## config.mk

```make
export PLATFORM = sky130hd
export DESIGN_NAME = alu_pipe
export DESIGN_NICKNAME = d
export VERILOG_FILES = /design/src/rtl/alu_pipe.sv
export SDC_FILE = /design/constraint.sdc
export NUM_CORES = 1
export LEC_CHECK = 0
export ABC_AREA = 1
export CAP_MARGIN = 20
export CORE_UTILIZATION = 45
export DETAILED_ROUTE_END_ITERATION = 10
export HOLD_SLACK_MARGIN = 0.03
export SLEW_MARGIN = 0
export SYNTH_ARGS = -nofsm -noshare
export SYNTH_HDL_FRONTEND = slang
export SYNTH_SLANG_ARGS = --single-unit
```

## constraint.sdc

```tcl
create_clock -name clk_i -period 5.65 [get_ports clk_i]
set_input_delay 1.695 -clock clk_i [delete_from_list [all_inputs] [get_ports clk_i]]
set_output_delay 1.695 -clock clk_i [all_outputs]
set_load 0.05 [all_outputs]
```

## src/rtl/alu_pipe.sv

```systemverilog
// Pipelined ALU: single-cycle logic/arith/shift ops and an iterative shift-add
// multiplier, behind a one-entry registered output stage with valid/ready flow control.
module alu_pipe #(
  parameter int WIDTH = 8
) (
  input  logic             clk_i,
  input  logic             rst_ni,
  input  logic             valid_i,
  output logic             ready_o,
  input  logic [WIDTH-1:0] first_i,
  input  logic [WIDTH-1:0] second_i,
  input  logic [3:0]       opcode_i,
  output logic             valid_o,
  input  logic             ready_i,
  output logic [WIDTH-1:0] result_o,
  output logic             zero_o,
  output logic             carry_o,
  output logic             ovf_o,
  output logic             illegal_o,
  output logic             dbg_state_o
);

  localparam int CW = (WIDTH > 1) ? $clog2(WIDTH) : 1;

  localparam logic [3:0] OP_NAND = 4'd0;
  localparam logic [3:0] OP_XOR  = 4'd1;
  localparam logic [3:0] OP_ADD  = 4'd2;
  localparam logic [3:0] OP_ASR  = 4'd3;
  localparam logic [3:0] OP_OR   = 4'd4;
  localparam logic [3:0] OP_SHL  = 4'd5;
  localparam logic [3:0] OP_NOT  = 4'd6;
  localparam logic [3:0] OP_ULT  = 4'd7;
  localparam logic [3:0] OP_SUB  = 4'd8;
  localparam logic [3:0] OP_LSR  = 4'd9;
  localparam logic [3:0] OP_MUL  = 4'd10;
  localparam logic [3:0] OP_SLT  = 4'd11;

  typedef enum logic {ST_IDLE, ST_MUL} state_t;

  state_t state_q, state_d;

  logic [2*WIDTH-1:0] mcand_q, acc_q, acc_nxt;
  logic [WIDTH-1:0]   mplier_q;
  logic [CW-1:0]      cnt_q;

  logic             accept, is_mul, mul_done, sh_big;
  logic [WIDTH:0]   add_full, sub_full;
  logic [WIDTH-1:0] alu_res;
  logic             alu_c, alu_v, alu_ill;

  // Handshake: an input op transfers on a rising edge where valid_i && ready_o;
  // a result transfers on a rising edge where valid_o && ready_i. valid_o never
  // drops and result/flags never change until the result has transferred.
  assign ready_o     = rst_ni && (state_q == ST_IDLE) && (!valid_o || ready_i);
  assign accept      = valid_i && ready_o;
  assign is_mul      = (opcode_i == OP_MUL);
  assign mul_done    = (state_q == ST_MUL) && (cnt_q == CW'(WIDTH - 1));
  assign acc_nxt     = acc_q + (mplier_q[0] ? mcand_q : '0);
  assign dbg_state_o = (state_q == ST_MUL);

  always_comb begin
    alu_res  = '0;
    alu_c    = 1'b0;
    alu_v    = 1'b0;
    alu_ill  = 1'b0;
    add_full = {1'b0, first_i} + {1'b0, second_i};
    sub_full = {1'b0, first_i} - {1'b0, second_i};
    // The whole second operand is the shift distance, not just its low bits.
    sh_big   = (32'(second_i) >= WIDTH);
    case (opcode_i)
      OP_NAND: alu_res = ~(first_i & second_i);
      OP_XOR:  alu_res = first_i ^ second_i;
      OP_ADD: begin
        alu_res = add_full[WIDTH-1:0];
        alu_c   = add_full[WIDTH];
        alu_v   = (first_i[WIDTH-1] == second_i[WIDTH-1]) &&
                  (add_full[WIDTH-1] != first_i[WIDTH-1]);
      end
      OP_ASR:  alu_res = sh_big ? {WIDTH{first_i[WIDTH-1]}}
                                : ($signed(first_i) >>> second_i);
      OP_OR:   alu_res = first_i | second_i;
      OP_SHL:  alu_res = sh_big ? '0 : (first_i << second_i);
      OP_NOT:  alu_res = ~first_i;
      OP_ULT:  alu_res = {{(WIDTH-1){1'b0}}, (first_i < second_i)};
      OP_SUB: begin
        alu_res = sub_full[WIDTH-1:0];
        alu_c   = sub_full[WIDTH];
        alu_v   = (first_i[WIDTH-1] != second_i[WIDTH-1]) &&
                  (sub_full[WIDTH-1] != first_i[WIDTH-1]);
      end
      OP_LSR:  alu_res = sh_big ? '0 : (first_i >> second_i);
      OP_MUL:  alu_res = '0;
      OP_SLT:  alu_res = {{(WIDTH-1){1'b0}}, ($signed(first_i) < $signed(second_i))};
      default: alu_ill = 1'b1;
    endcase
  end

  always_ff @(posedge clk_i or negedge rst_ni) begin
    if (!rst_ni) state_q <= ST_IDLE;
    else         state_q <= state_d;
  end

  always_comb begin
    state_d = state_q;
    case (state_q)
      ST_IDLE: if (accept && is_mul) state_d = ST_MUL;
      ST_MUL:  if (mul_done)         state_d = ST_IDLE;
      default: state_d = ST_IDLE;
    endcase
  end

  // Multiplier consumes one multiplier bit per cycle, LSB first.
  always_ff @(posedge clk_i or negedge rst_ni) begin
    if (!rst_ni) begin
      mcand_q  <= '0;
      mplier_q <= '0;
      acc_q    <= '0;
      cnt_q    <= '0;
    end else if (accept && is_mul) begin
      mcand_q  <= {{WIDTH{1'b0}}, first_i};
      mplier_q <= second_i;
      acc_q    <= '0;
      cnt_q    <= '0;
    end else if (state_q == ST_MUL) begin
      acc_q    <= acc_nxt;
      mcand_q  <= mcand_q << 1;
      mplier_q <= mplier_q >> 1;
      cnt_q    <= mul_done ? '0 : cnt_q + 1'b1;
    end
  end

  always_ff @(posedge clk_i or negedge rst_ni) begin
    if (!rst_ni) begin
      valid_o   <= 1'b0;
      result_o  <= '0;
      zero_o    <= 1'b0;
      carry_o   <= 1'b0;
      ovf_o     <= 1'b0;
      illegal_o <= 1'b0;
    end else if (accept && !is_mul) begin
      valid_o   <= 1'b1;
      result_o  <= alu_res;
      zero_o    <= (alu_res == '0);
      carry_o   <= alu_c;
      ovf_o     <= alu_v;
      illegal_o <= alu_ill;
    end else if (accept) begin
      valid_o   <= 1'b0;
    end else if (mul_done) begin
      valid_o   <= 1'b1;
      result_o  <= acc_nxt[WIDTH-1:0];
      zero_o    <= (acc_nxt[WIDTH-1:0] == '0);
      carry_o   <= 1'b0;
      ovf_o     <= |acc_nxt[2*WIDTH-1:WIDTH];
      illegal_o <= 1'b0;
    end else if (ready_i) begin
      valid_o   <= 1'b0;
    end
  end

endmodule

```

=== Word level (Yosys, flattened, before mapping) ===
Index checks and enable logic that the tools add are counted.

* Output and inout port bits: 15
* Bits in registers: 57
* Input port bits: 24

* Add/sub/neg operators: 4
* Shift operators: 3
* Equality and inequality tests: 17
* Magnitude comparators: 3
* Bitwise logic cells: 6
* Multiplexer cells: 37
* Reduce and logical (&&, ||, !) cells: 20

{| class="wikitable"
|+ Operator list
! cell !! count
|-
| $pmux W8 S11 || 1
|-
| $mux W16 || 5
|-
| $mux W8 || 8
|-
| $mux W1 || 17
|-
| $add A16 B16 Y16 || 1
|-
| $eq A4 B3 Y1 const B || 4
|-
| $eq A4 B4 Y1 const B || 4
|-
| $logic_not A8 Y1 || 2
|-
| $lt A8 B8 Y1 || 2
|-
| $not A8 Y8 || 2
|-
| $reduce_or A12 Y1 || 1
|-
| $add A8 B8 Y9 || 1
|-
| $mux W3 || 3
|-
| $sub A8 B8 Y9 || 1
|-
| $and A8 B8 Y8 || 1
|-
| $eq A4 B2 Y1 const B || 2
|-
| $ge A8 B4 Y1 const B || 1
|-
| $logic_and A1 B1 Y1 || 8
|-
| $or A8 B8 Y8 || 1
|-
| $reduce_or A8 Y1 || 1
|-
| $shl A8 B8 Y8 || 1
|-
| $shr A8 B8 Y8 || 1
|-
| $sshr A8 B8 Y8 || 1
|-
| $xor A8 B8 Y8 || 1
|-
| other kinds (14) || 20
|}

=== Longest topological paths before layout ===
Gate-level depths: netlist of the first run.

* Word-level depth: 7
* Mapped depth: 19
* Depth with buffers taken out: 17

=== Worst setup path after synthesis of the first run ===
OpenSTA, ideal clock, no wires.

* Path type: input to output
* Start point: in ready_i
* End point: out ready_o
* Buffers on the path: 0
* Arrival time: 2440 ps
* Cell stages on the path: 2
* Setup slack: 1515 ps
* Cells stage by stage: o21ai_0 > nor2_1

* Cells in the longest elaborated chain, start to end: 2

{| class="wikitable"
|+ Ends and longest elaborated chain
! element !! RTL line !! RTL
|-
| start, declared || 14 || <nowiki>input logic ready_i,</nowiki>
|-
| $logic_or A1 B1 Y1 || 54 || <nowiki>assign ready_o = rst_ni && (state_q == ST_IDLE) && (!valid_o || ready_i);</nowiki>
|-
| $logic_and A1 B1 Y1 || 54 ||
|-
| end, declared || 9 || <nowiki>output logic ready_o,</nowiki>
|}

Every way passes these cells.

=== Worst setup path in the final report of the first run ===
Ends and elaborated chain as after synthesis.

==> results of run 1 <==
per-layer routing:
metal	GRT usage [%]	vias to the layer above	wire length [um]
li1	-	2650	-
met3	3.557	35	667
met1	36.15	2575	7343
met4	15.05	0	698
met5	0	-	0
met2	51.39	160	8207
metrics by stage:
step           hold WS [ns]  cells
3_3_place_gp         0.4645    934
4_1_cts              0.4826    950
3_5_place_dp         0.4687    934
2_1_floorplan        0.4483    778
5_1_grt              0.5094    950
6_report             0.4837    950
cells in the final DEF (no fill, tap or decap), drive strengths merged, types with 3 or more instances in the layout:
| cell type | netlist | layout |
|---|---|---|
| xnor2 | 3 | 3 |
| o221ai | 10 | 10 |
| o21ai | 53 | 53 |
| nor3 | 7 | 7 |
| buf | 17 | 7 |
| fa | 3 | 3 |
| clkdlybuf4s50 | 0 | 37 |
| xor2 | 11 | 11 |
| clkinv | 3 | 5 |
| o31ai | 6 | 6 |
| a21o | 4 | 4 |
| nor2 | 70 | 70 |
| o22ai | 18 | 18 |
| inv | 105 | 105 |
| nand3b | 4 | 4 |
| ha | 42 | 42 |
| a21oi | 42 | 42 |
| clkbuf | 11 | 9 |
| dfrtp | 57 | 57 |
| nand4 | 16 | 16 |
| nand2 | 192 | 192 |
| nand3 | 90 | 90 |
| a22oi | 4 | 4 |
| bufinv | 0 | 3 |
cell type report:
type | instances | area [sq um]
Clock buffer | 9 | 225.2
Clock inverter | 7 | 118.9
Fill cell | 1109 | 5067
Inverter | 108 | 405.4
Multi-Input combinational cell | 585 | 3239
Sequential cell | 57 | 1426
Tap cell | 140 | 175.2
Timing Repair Buffer | 44 | 420.4
power by group:
| group | switching, W | leakage [nW] | internal, W |
|---|---|---|---|
| clock network | 0.000195 | 0.162 | 0.000430 |
| logic | 0.000657 | 2.14 | 0.000329 |
| registers | 0.000117 | 0.757 | 0.000556 |
tightest hold or removal path, cell delays in order (launching register included):
cell and delay (ns):
sky130_fd_sc_hd__dfrtp_1 0.34, sky130_fd_sc_hd__nand2_1 0.05, sky130_fd_sc_hd__nand2_1 0.05
state kept, by name, indices dropped and copies added, names as in the netlist:
register     cells
valid_o          1
zero_o           1
cnt_q            3
illegal_o        1
ovf_o            1
mplier_q         8
carry_o          1
dbg_state_o      1
result_o         8
acc_q           16
mcand_q         16
worst paths after layout:
path                            depth (start not counted)     endpoint  slack, ns   startpoint
max in group asynchronous                               2  result_o[6]       3.61       rst_ni
worst max register to register                         16        ovf_o       2.71  mplier_q[0]
worst max-delay path                                    4      ready_o       0.71      ready_i
worst min register to register                          2        ovf_o       0.48        ovf_o
min in group asynchronous                               2  mcand_q[13]       1.54       rst_ni
worst min-delay path                                    2        ovf_o       0.48        ovf_o
kinds of logic (layout without fill, tap and decap cells):
logic type	count (synthesis)	in the layout	synth area share [%]
AOI/OAI and AO/OA	146	146	16.65
xor gates and xnor gates	14	14	2.352
adders and majority gates	45	45	11.23
buffers and inverters	136	168	10.56
DFF	57	57	27.36
and+or+nand+nor	380	380	31.85
==> flow_metrics.tcl, run 1 <==
set metrics [dict create \
    vias_per_cell 5.705 \
    die_area_sq_um 12020 \
    post-cts-setup-buffers 0 \
    cap_viol_max_count 0 \
    leakage_power_nw 3.061 \
    total_negative_setup_slacks_ns 0 \
    min_path_type "flip-flop to flip-flop" \
    initialDrtViolationCount 443 \
    dp_slack_ns 0.7051 \
    timing.critical_path.mode_cell "sky130_fd_sc_hd__clkdlybuf4s50_1" \
    cell_count_after_synthesis 778 \
    status "completed" \
    cp-start-kind "primary input" \
    clock_root_buffer "sky130_fd_sc_hd__clkbuf_16" \
    clock_tree_from_tritoncts "done" \
    synth_enable_flop_cells 0 \
    most_instantiated_flip_flop_cell_in_the_synthesis_netlist "sky130_fd_sc_hd__dfrtp_1" \
    boundaryPins 39 \
    unrepaired_setup_endpoints_after_global_routing "false" \
    critPathMaxStageDelay_ns 0.83 \
    async_flop_share_pct 100.0 \
    tightestPinTransition_ns 0.8134 \
    post_cts_resize_count 0 \
    cts.path.max_buffers 2 \
    count_of_state_elements_after_synthesis 57 \
    firstDrtPassIters 6 \
    clk_latency_ns 0.33 \
    critPathBufInv 2 \
    final-max-slew-violation-count 0 \
    global_route_wire_length_before_repair_mm 26.59 \
    globalRoute.totalOverflow 0 \
    numPortBuffers 38 \
    core_area_sq_um 11080 \
    finClkSkew_ns 0.005823 \
    post_syn_nets 847 \
    fmax_mhz 202.4 \
    power_density_nw_per_um2 380.0 \
    layout-drive-gt1-share_pct 6.790 \
    finalWorstSetupSlack_ns 0.7093 \
    chipHeight_um 109.6 \
    grt_start_max_net_pins 58 \
    drt-total-wl_mm 16.92 \
    worst_setup_hold_path_clk_slew_ns 0.05 \
    hold_viol 0 \
    irDropWorstVdd_mv 0.4324 \
    insertedDiodeCount 0 \
    cp_data_arrival_time_ns 3.25 \
    total_power_w 0.002284 \
    crit_path_end_kind "output pin" \
    std_cell_rows 38 \
    cp_max_fo 2 \
    yosys.area.top_type "sky130_fd_sc_hd__dfrtp_1" \
    synthesis.area_per_instance_sq_um 6.701 \
    crit_chain "clkdlybuf4s50_1 > o21ai_0 > nor2_1 > clkdlybuf4s50_1" \
    final-setup-viol-count 0 \
    syn_area_sq_um 5214 \
    critical_path.slowest_cell "sky130_fd_sc_hd__clkdlybuf4s50_1" \
    synth_top_area_share_pct 27.36 \
    post-route-util_pct 54.26 \
    synth.top_cells.by_area "sky130_fd_sc_hd__dfrtp_1 27%, sky130_fd_sc_hd__nand2_1 13%, sky130_fd_sc_hd__ha_1 10%, sky130_fd_sc_hd__nand3_1 8.6%, sky130_fd_sc_hd__inv_1 6.8%" \
    tritoncts_num_sinks 57 \
    worst_slew_margin_rel_pct 45.44 \
    placed_cell_area_sq_um 5667 \
    num_vias 5420 \
    cts-buffers-inserted 9 \
    cts_htree_levels 3 \
    share_of_the_yosys_chip_area_belonging_to_registers_pct 27.36 \
    post-dp-hpwl_mm 12.94 \
    floorplan.initialDensity_pct 47.06 \
    required_ns 3.95 \
    cpLargestDelayFamily "buffers and inverters" \
    layout.cell_area.non_filler_sq_um 6011 \
    grt_use_total_pct 29.65 \
    first_global_vias 5355 \
    ctsHoldBuffers 0 \
    post-synth-top-count-cell "sky130_fd_sc_hd__nand2_1" \
    layout-area-overhead-vs-synth_pct 15.29 \
    timing_worst_setup_path_type "primary input to output pin" \
    die_width_um 109.6 \
    detail-route-antenna-nets 0 \
    yosys.cell_types.count 40 \
    layout_worst_path_cycle_share_pct 87.45 \
    synthTopCellsByCount "186 x sky130_fd_sc_hd__nand2_1, 94 x sky130_fd_sc_hd__inv_1, 90 x sky130_fd_sc_hd__nand3_1, 60 x sky130_fd_sc_hd__nor2_1, 57 x sky130_fd_sc_hd__dfrtp_1" \
    avgRoutedWirePerCell_um 17.81 \
    remaining_drc_errors 0 \
    finalNetCount 874 \
    gp_routability_congestion 0.9663 \
    timing.final.crit_period_ns 4.941 \
    grt_antenna_before_repair 0 \
    ys.warnings.count 0 \
]
Note: power is estimated with default switching activity, not from simulation.
==> run 2: changes to the inputs <==
- CELL_PAD_IN_SITES_DETAIL_PLACEMENT: not set -> 1
- CELL_PAD_IN_SITES_GLOBAL_PLACEMENT: not set -> 2
- CORE_UTILIZATION: 45 -> 36
- PLACE_DENSITY_LB_ADDON: not set -> 0.1
==> run 2 against run 1 <==
Compared with the run above:
- sequential power is 2% lower
- count of clock-buffer cells in the layout is 4 higher
- hold slack better by 0.0014 ns
- critical path depth stayed put
- first-iteration DRC count is 43% lower
- sequential cell count stayed put
- design area is 0.31% higher
- via count is 1.1% lower
- worst setup slack better by 0.028 ns
- critical path type unchanged
==> flow_metrics.tcl, run 2 (synthesis gave the netlist of run 1 again) <==
set metrics [dict create \
    reg2regPathDepth 14 \
    layout-area-overhead-vs-synth_pct 15.65 \
    timing.critical_path.mode_cell "sky130_fd_sc_hd__clkdlybuf4s50_1" \
    crit_cells 4 \
    avgRoutedWirePerCell_um 18.32 \
    critical_path.slowest_cell "sky130_fd_sc_hd__clkdlybuf4s50_1" \
    critical_path.endpoint "ready_o" \
    detail-route-antenna-nets 0 \
    fillerInstances 1821 \
    initialDrtViolationCount 254 \
    layout.cells.most_common_list "186 x sky130_fd_sc_hd__nand2_1, 94 x sky130_fd_sc_hd__inv_1, 90 x sky130_fd_sc_hd__nand3_1" \
    total_negative_setup_slacks_ns 0 \
    core_area_sq_um 13990 \
    cp-start-kind "primary input" \
    cts_htree_levels 3 \
    cp_max_fo 2 \
    power_density_nw_per_um2 368.3 \
    hold_viol 0 \
    die_width_um 122.3 \
    num_vias 5361 \
    chipHeight_um 122.3 \
    total_power_w 0.002221 \
    post_cts_resize_count 0 \
    std_cell_rows 43 \
    finClkSkew_ns 0.009512 \
    layout.cell_area.non_filler_sq_um 6030 \
    globalRoute.totalOverflow 0 \
    layout_worst_path_cycle_share_pct 86.96 \
    timing.final.crit_period_ns 4.913 \
    grt_antenna_before_repair 0 \
    required_ns 3.95 \
    tritoncts_num_sinks 57 \
    global_route_wire_length_before_repair_mm 30.08 \
    vias_per_cell 5.399 \
    gp_routability_congestion 0.8869 \
    boundaryPins 39 \
    unrepaired_setup_endpoints_after_global_routing "false" \
    r2r-end "ovf_o" \
    worstSetupStartpoint "ready_i" \
    placed_cell_area_sq_um 5739 \
    r2r_setup_slack_ns 2.55 \
    cp_data_arrival_time_ns 3.22 \
    min_path_type "flip-flop to flip-flop" \
    remaining_drc_errors 0 \
    tightestPinTransition_ns 0.8069 \
    crit_chain "clkdlybuf4s50_1 > o21ai_0 > nor2_1 > clkdlybuf4s50_1" \
    final-setup-viol-count 0 \
    first_global_vias 5841 \
    worst_setup_hold_path_clk_slew_ns 0.05 \
    cap_viol_max_count 0 \
    finalNetCount 877 \
    drt-total-wl_mm 18.19 \
    die_area_sq_um 14970 \
    grt_start_max_net_pins 58 \
    cts-buffers-inserted 9 \
    post-dp-hpwl_mm 14.44 \
    cts.path.max_buffers 2 \
    r2r_start "mplier_q[0]" \
    worst_slew_margin_rel_pct 45.87 \
    clock_tree_from_tritoncts "done" \
    status "completed" \
    critPathMaxStageDelay_ns 0.82 \
    clk_latency_ns 0.32 \
    critPathBufInv 2 \
    clock_root_buffer "sky130_fd_sc_hd__clkbuf_16" \
    final_common_cell "sky130_fd_sc_hd__nand2_1" \
    firstDrtPassIters 5 \
    ctsHoldBuffers 0 \
    leakage_power_nw 3.058 \
    insertedDiodeCount 0 \
    post-route-util_pct 43.10 \
    crit_path_end_kind "output pin" \
    final-max-slew-violation-count 0 \
    irDropWorstVdd_mv 0.1327 \
    floorplan.initialDensity_pct 37.27 \
    grt_use_total_pct 26.10 \
    layout_top_registers "acc_q: 16 flops, mcand_q: 16 flops" \
    timing_worst_setup_path_type "primary input to output pin" \
    cpLargestDelayFamily "buffers and inverters" \
    layout-drive-gt1-share_pct 6.765 \
    post-cts-setup-buffers 0 \
    numPortBuffers 38 \
    fmax_mhz 203.5 \
]
## run 2: tightest hold or removal path, cell delays in order (launching register included)
cell and delay, ns:
sky130_fd_sc_hd__dfrtp_1 0.34, sky130_fd_sc_hd__nand2_1 0.05, sky130_fd_sc_hd__o21ai_0 0.06
## run 2: final cells by class
| type | count | area, sq um | share of cell area, % |
|---|---|---|---|
| Multi-Input combinational cell | 585 | 3239 | 53.72 |
| Clock inverter | 3 | 40.04 | 0.6640 |
| Inverter | 108 | 405.4 | 6.723 |
| Tap cell | 180 | 225.2 | 3.735 |
| Clock buffer | 13 | 250.2 | 4.150 |
| Sequential cell | 57 | 1426 | 23.66 |
| Timing Repair Buffer | 47 | 442.9 | 7.346 |
## run 2: layer usage
metal  vias up  global-route usage (%)  routed length [um]
met1      2601                   32.35                8173
li1       2647                       -                   -
met3        31                   2.695                 413
met2        82                   45.51                8957
met4         0                   11.59                 649
met5         -                       0                   0
## run 2: how the worst min path moves through the flow
stage,start,to,slack [ns],cells after the start
after detailed placement,mcand_q[15],mcand_q[15],0.48,2
after CTS,mcand_q[15],mcand_q[15],0.49,2
after floorplan,acc_q[2],acc_q[2],0.45,2
final,mplier_q[5],mplier_q[5],0.49,2
after global placement,mplier_q[6],mplier_q[6],0.47,2
after global routing,cnt_q[0],cnt_q[0],0.51,1
## run 2: per-stage QoR
step | hold slack, ns | cells | setup WS, ns
floorplan | 0.4483 | 778 | 1.515
global placement | 0.4696 | 977 | 0.7513
detailed placement | 0.4751 | 977 | 0.7429
CTS | 0.4889 | 993 | 0.7384
global route | 0.5083 | 993 | 0.6704
finish | 0.4851 | 993 | 0.7369
## run 2: report_power, final
part,switching (W),total [W],leakage [nW],internal (W)
Clock,0.000181,0.000532,0.144,0.000352
Combinational,0.000697,0.00103,2.16,0.000334
Sequential,0.000101,0.000658,0.757,0.000557
